[src/rtl/led_pattern_sequencer_pkg.sv]
// Shared types and reset-time patterns for the LED pattern sequencer.
package led_seq_pkg;

  typedef enum logic [1:0] {
    MODE_BINARY = 2'b00,
    MODE_BOUNCE = 2'b01,
    MODE_BLINK  = 2'b10,
    MODE_FILL   = 2'b11
  } mode_e;

  typedef enum logic {
    DIR_UP   = 1'b0,
    DIR_DOWN = 1'b1
  } dir_e;

  localparam int INIT_BINARY = 0;
  localparam int INIT_BOUNCE = 1;
  localparam int INIT_BLINK  = 0;
  localparam int INIT_FILL   = 0;

  // Pattern value loaded whenever the selected mode changes.
  function automatic int initPattern(mode_e m);
    case (m)
      MODE_BOUNCE: return INIT_BOUNCE;
      MODE_BLINK:  return INIT_BLINK;
      MODE_FILL:   return INIT_FILL;
      default:     return INIT_BINARY;
    endcase
  endfunction

endpackage

[src/rtl/led_pattern_sequencer_if.sv]
// Control/status bundle between the pattern sequencer and whatever drives it.
interface led_pattern_sequencer_if #(
  parameter int NUM_LEDS = 8,
  parameter int PWM_BITS = 4
);
  logic                tick_in;
  logic [1:0]          mode;
  logic                hold;
  logic [PWM_BITS-1:0] duty;
  logic [NUM_LEDS-1:0] leds_n;
  logic                step_o;

  modport master (output tick_in, mode, hold, duty, input leds_n, step_o);
  modport slave  (input tick_in, mode, hold, duty, output leds_n, step_o);
endinterface

[src/rtl/led_pattern_sequencer_pwm.sv]
// Brightness dimmer: free-running counter gates the pattern while below duty.
module led_pwm #(
  parameter int NUM_LEDS = 8,
  parameter int PWM_BITS = 4
) (
  input  logic                clk,
  input  logic                rst_n,
  input  logic [PWM_BITS-1:0] duty,
  input  logic [NUM_LEDS-1:0] pattern,
  output logic [NUM_LEDS-1:0] lit
);

  logic [PWM_BITS-1:0] cnt_q;

  always_ff @(posedge clk) begin
    if (!rst_n) begin
      cnt_q <= '0;
    end else begin
      cnt_q <= cnt_q + PWM_BITS'(1);
    end
  end

  assign lit = pattern & {NUM_LEDS{cnt_q < duty}};

endmodule

[src/rtl/led_pattern_sequencer.sv]
// Steps an animated LED pattern on each rising edge of the divided tick.
// Define LED_PWM_EN to dim the LEDs with the duty input (adds one cycle on leds_n).
module led_pattern_sequencer
  import led_seq_pkg::*;
#(
  parameter int NUM_LEDS = 8,
  parameter int PWM_BITS = 4
) (
  input  logic                    clk,
  input  logic                    rst_n,
  led_pattern_sequencer_if.slave  bus
);

  logic                tick_q;
  mode_e               mode_q;
  dir_e                dir_q, dir_d;
  logic [NUM_LEDS-1:0] pattern_q, pattern_d;
  logic [NUM_LEDS-1:0] leds_q, leds_d;
  logic                step_q, step_d;

  logic                step;
  logic                modeChange;
  mode_e               modeIn;
  logic [NUM_LEDS-1:0] advanced;
  dir_e                advancedDir;

  assign modeIn     = mode_e'(bus.mode);
  assign step       = bus.tick_in & ~tick_q;
  assign modeChange = (modeIn != mode_q);

  always_comb begin
    advanced    = pattern_q;
    advancedDir = dir_q;
    case (mode_q)
      MODE_BINARY: advanced = pattern_q + NUM_LEDS'(1);
      MODE_BOUNCE: begin
        // Direction flips on the same step that lands on an end bit.
        if (dir_q == DIR_UP) begin
          advanced = pattern_q << 1;
          if (pattern_q[NUM_LEDS-2]) advancedDir = DIR_DOWN;
        end else begin
          advanced = pattern_q >> 1;
          if (pattern_q[1]) advancedDir = DIR_UP;
        end
      end
      MODE_BLINK:  advanced = ~pattern_q;
      MODE_FILL:   advanced = (&pattern_q) ? '0 : {pattern_q[NUM_LEDS-2:0], 1'b1};
      default:     advanced = pattern_q;
    endcase
  end

  always_comb begin
    pattern_d = pattern_q;
    dir_d     = dir_q;
    step_d    = 1'b0;
    if (modeChange) begin
      pattern_d = NUM_LEDS'(initPattern(modeIn));
      dir_d     = DIR_UP;
    end else if (step && !bus.hold) begin
      pattern_d = advanced;
      dir_d     = advancedDir;
      step_d    = 1'b1;
    end
  end

`ifdef LED_PWM_EN
  logic [NUM_LEDS-1:0] lit;

  led_pwm #(
    .NUM_LEDS (NUM_LEDS),
    .PWM_BITS (PWM_BITS)
  ) u_pwm (
    .clk     (clk),
    .rst_n   (rst_n),
    .duty    (bus.duty),
    .pattern (pattern_q),
    .lit     (lit)
  );

  assign leds_d = ~lit;
`else
  logic unusedDuty;
  assign unusedDuty = ^bus.duty;
  assign leds_d     = ~pattern_d;
`endif

  always_ff @(posedge clk) begin
    if (!rst_n) begin
      tick_q    <= 1'b0;
      mode_q    <= MODE_BINARY;
      pattern_q <= '0;
      dir_q     <= DIR_UP;
      leds_q    <= '1;
      step_q    <= 1'b0;
    end else begin
      tick_q    <= bus.tick_in;
      mode_q    <= modeIn;
      pattern_q <= pattern_d;
      dir_q     <= dir_d;
      leds_q    <= leds_d;
      step_q    <= step_d;
    end
  end

  assign bus.leds_n = leds_q;
  assign bus.step_o = step_q;

endmodule

[src/flat_wrapper.sv]
// flat-port wrapper written by rule: the top's interface ports become plain ports
module led_pattern_sequencer_flat import led_seq_pkg::*;
#(
  parameter int NUM_LEDS = 8,
  parameter int PWM_BITS = 4
)
  (clk, rst_n, bus_tick_in, bus_mode, bus_hold, bus_duty, bus_leds_n, bus_step_o);
  led_pattern_sequencer_if #(.NUM_LEDS(NUM_LEDS), .PWM_BITS(PWM_BITS)) bus_i ();
  input  logic clk;
  input  logic rst_n;
  input wire logic [$bits(bus_i.tick_in)-1:0] bus_tick_in;
  input wire logic [$bits(bus_i.mode)-1:0] bus_mode;
  input wire logic [$bits(bus_i.hold)-1:0] bus_hold;
  input wire logic [$bits(bus_i.duty)-1:0] bus_duty;
  output wire logic [$bits(bus_i.leds_n)-1:0] bus_leds_n;
  output wire logic [$bits(bus_i.step_o)-1:0] bus_step_o;
  assign bus_i.tick_in = bus_tick_in;
  assign bus_i.mode = bus_mode;
  assign bus_i.hold = bus_hold;
  assign bus_i.duty = bus_duty;
  assign bus_leds_n = bus_i.leds_n;
  assign bus_step_o = bus_i.step_o;
  led_pattern_sequencer #(.NUM_LEDS(NUM_LEDS), .PWM_BITS(PWM_BITS)) u_core (.clk(clk), .rst_n(rst_n), .bus(bus_i));
endmodule
[config.mk]
export PLATFORM = sky130hd
export DESIGN_NAME = led_pattern_sequencer_flat
export DESIGN_NICKNAME = d
export VERILOG_FILES = /design/src/rtl/led_pattern_sequencer_pkg.sv /design/src/rtl/led_pattern_sequencer_if.sv /design/src/rtl/led_pattern_sequencer_pwm.sv /design/src/rtl/led_pattern_sequencer.sv /design/src/flat_wrapper.sv
export SDC_FILE = /design/constraint.sdc
export NUM_CORES = 1
export LEC_CHECK = 0
export BUFFER_PORTS_ARGS = -buffer_cell sky130_fd_sc_hd__buf_4
export CAP_MARGIN = 20
export CORE_MARGIN = 4
export CORE_UTILIZATION = 59
export CTS_CLUSTER_DIAMETER = 60
export DETAILED_ROUTE_END_ITERATION = 8
export GPL_TIMING_DRIVEN = 0
export MAX_ROUTING_LAYER = met4
export PLACE_DENSITY = 0.86
export SYNTH_ARGS = -nofsm -noshare
export SYNTH_HDL_FRONTEND = slang
export SYNTH_SLANG_ARGS = --single-unit
[constraint.sdc]
create_clock -name clk -period 3.5 [get_ports clk]
set_input_delay 0 -clock clk [delete_from_list [all_inputs] [get_ports clk]]
set_output_delay 0 -clock clk [all_outputs]
set_load 0.05 [all_outputs]
==> PnR_summary.wiki <==
{| class="wikitable"
! Metric !! Value
|-
| Cell-by-cell trace of the critical path || ha_1 -> and3_4 -> a31oi_4 -> a211oi_1 -> or4_1
|-
| Top area cells in the synthesized netlist || sky130_fd_sc_hd__dfxtp_1 36%, sky130_fd_sc_hd__mux2i_1 5.2%, sky130_fd_sc_hd__a2111oi_2 5.2%, sky130_fd_sc_hd__a21oi_1 4.3%, sky130_fd_sc_hd__nor2_1 3.5%
|-
| Total via count after detailed routing || 1123
|-
| RSZ-0062 raised after global routing || no
|-
| Number of max-cap violations || 0
|-
| Reg clk slew, reported paths || 120 ps
|-
| Via density || 6.454
|-
| Setup WS pre-CTS || 1652 ps
|-
| Vias in the first global route || 1072
|-
| Total power density per cell area || 319.5 nW/um2
|-
| Global route overflow || 0
|-
| Sort of element at the start of the critical path || register
|-
| Critical Path Sink Type || register
|-
| Class of the tightest hold or removal check || input port to register
|-
| Syn nets || 137
|-
| Post-DP HPWL || 1.863 mm
|-
| Floorplan die height || 52.46 um
|-
| Worst endpoint data arrival time || 2100 ps
|-
| Netlist Area Pre-Place || 1166 um2
|-
| Commonest non-fill, non-tap cells in the layout || 21 x sky130_fd_sc_hd__dfxtp_1, 14 x sky130_fd_sc_hd__buf_4, 11 x sky130_fd_sc_hd__nor2_1
|-
| Overall routing resource usage || 0.2291
|-
| Area Overhead vs Synth || 18.35%
|-
| Area of all placed cells without fillers || 1380 um2
|-
| Gpl congestion || 0.9242
|-
| Number of antenna violations at the first check in global routing || 0
|-
| Minimum period implied by the final worst setup slack || 1918 ps
|-
| Hold violation count in the final report || 0
|-
| Type of the worst setup path || register to register
|-
| Post-CTS Resized || 0
|-
| Total number of nets in the final design || 161
|-
| Antenna cell count || 0
|-
| Post-CTS setup buffer count || 0
|-
| Aggregate negative setup slack || 0 ps
|-
| Length of routed met2 wiring || 1.325 mm
|-
| Worst path max stage delay || 440 ps
|-
| Post-route setup slack || 1582 ps
|-
| Final WL || 2.710 mm
|-
| Final setup violating endpoints || 0
|-
| Relative max-transition margin || 0.6275
|-
| Number of synthesized register bits || 21
|-
| Cell accounting for the most synthesized area || sky130_fd_sc_hd__dfxtp_1
|-
| Total die area || 2752 um2
|-
| Clock latency on the worst-skew pair || 300 ps
|-
| Leak Pwr || 0.4727 nW
|-
| Util after Layout || 0.7660
|-
| Die span in x || 52.46 um
|-
| Number of optimization iterations in the first detailed-route pass || 4
|-
| Clock tree from TritonCTS || yes
|-
| DR top layer || met4
|-
| Total CTS buffers || 3
|-
| Antenna Violating Nets Remaining || 0
|-
| Ports || 19
|-
| Root Buffer Master || sky130_fd_sc_hd__clkbuf_4
|-
| Leading cell type in the layout, fill and taps excluded || sky130_fd_sc_hd__dfxtp_1
|-
| Fraction of final layout cells sized beyond drive strength 1 || 0.2617
|-
| Count of buffers from port buffering || 14
|-
| First-pass GRT wire length || 4.733 mm
|-
| Core Box Area || 1802 um2
|-
| Mean area per synthesized cell || 9.255 um2
|-
| Starting DRT DRC Count || 82
|-
| Result of the run || finished clean
|-
| Synth unique cells || 44
|-
| Post-synthesis cell count || 126
|-
| Largest fanout on the critical path || 9
|-
| Initial core utilization || 0.6472
|-
| Worst IR drop on VDD || 0.2185 mV
|-
| Hold Path Cell Cnt || 4
|-
| Area fraction of the dominant cell type after synthesis || 0.3605
|-
| Post-route clock period utilization || 0.5480
|-
| Final max-slew violation count || 0
|-
| Final routed wire length divided by cell count || 15.57 um
|-
| Met1 wire length || 1.119 mm
|-
| # H-tree levels || 1
|-
| Worst EP required || 3690 ps
|-
| Total length of routed met3 wires || 247 um
|-
| Maximum count of clock buffers along a single path || 2
|-
| Largest net degree at the start of global routing || 13
|-
| Worst Max-Slew Pin Slew || 556.3 ps
|-
| Clock sink count || 21
|-
| Post-placement cell area || 1303 um2
|-
| Ys Warns || 0
|-
| Upper clock frequency limit || 0.5214 GHz
|-
| Worst reg2reg path depth || 5
|-
| Final routed DRC violation total || 0
|-
| Number of standard-cell rows in the floorplan || 15
|-
| Seq/Total Area, Yosys || 0.3605
|-
| Final setup skew || 4.776 ps
|-
| Critical-path top delay cell || sky130_fd_sc_hd__dfxtp_1
|}
-- through the flow --
stage | instances | total power (W) | hold slack, ps
detailed placement | 165 | 0.0003239 | 229.6
finish | 174 | 0.0004410 | 109.7
global route | 174 | 0.0004586 | 138.2
global placement | 165 | 0.0003218 | 222.2
CTS | 174 | 0.0004402 | 108.5
floorplan | 126 | 0.0003038 | 98.30
-- area by class of cell --
cell class	instances	area (um2)
clock buffer	3	22.52
clock inverter	1	5.005
tap	25	31.28
timing repair buffer	19	155.1
buffer	10	60.06
sequential	21	420.4
multi-input combinational	95	685.7
fill	140	421.7
-- path summary, 6_finish.rpt --
path                  startpoint                   end  slack (ps)
max          u_core.pattern_q[1]  u_core.bus.leds_n[5]        1580
min                     bus_hold  u_core.bus.leds_n[7]         110
max reg2reg  u_core.pattern_q[1]  u_core.bus.leds_n[5]        1580
min reg2reg  u_core.pattern_q[7]  u_core.bus.leds_n[7]         620
-- layer usage --
metal,vias up,global-route usage
met5,-,-
met3,4,0.03419
met2,62,0.3740
met4,0,0.08511
met1,524,0.2855
li1,533,-
-- state kept, by name, indices dropped and copies added (netlist names) --
name / cells
u_core.dir_q: 1
u_core.tick_q: 1
u_core.mode_q: 2
u_core.bus.step_o: 1
u_core.bus.leds_n: 8
u_core.pattern_q: 8
-- Yosys cell counts, drive strengths merged --
cell type   n
dfxtp      21
a21oi      11
nor2       11
buf         8
nand2       8
o21ai       8
mux2i       6
a2111oi     5
nand3       4
and2        3
and3        3
nor3        3
a211oi      2
a311oi      2
a31oi       2
and4        2
clkbuf      2
nand2b      2
nor4        2
or3         2
or4         2
xnor2       2
a2111o      1
a211o       1
a221o       1
a221oi      1
a2bb2oi     1
a31o        1
ha          1
nor3b       1
o211a       1
o211ai      1
o21a        1
o22ai       1
o32a        1
o32ai       1
or3b        1
-- power by group --
part,internal [W],switching [W],leakage [nW]
sequential,0.000245,0.00000492,0.171
combinational,0.0000300,0.0000449,0.284
clock,0.0000425,0.0000740,0.0177
total,0.000317,0.000124,0.473
-- cell families (layout without fill, tap and decap cells) --
kind of cell | after synthesis | count (layout) | synth area share
muxes | 6 | 6 | 0.05150
and+or+nand+nor | 44 | 44 | 0.2189
buffers and inverters | 10 | 33 | 0.05150
xor gates and xnor gates | 2 | 2 | 0.01502
adders and majority gates | 1 | 1 | 0.01073
DFF | 21 | 21 | 0.3605
AOI/OAI and AO/OA | 42 | 42 | 0.2919
-- repair_timing --
item / 4_1_cts / 5_1_grt
setup endpoints to repair: 0 / 0
endpoints found under the hold margin: 5 / 0
hold buffers: 5 / 0
-- critical path: cells and delay by family, from the launching register on --
family	cells	cell delay (ps)
fa+ha+maj	1	280
simple gates	2	620
compound gates	2	460
flops	1	440
Note: power is estimated with default switching activity, not from simulation.
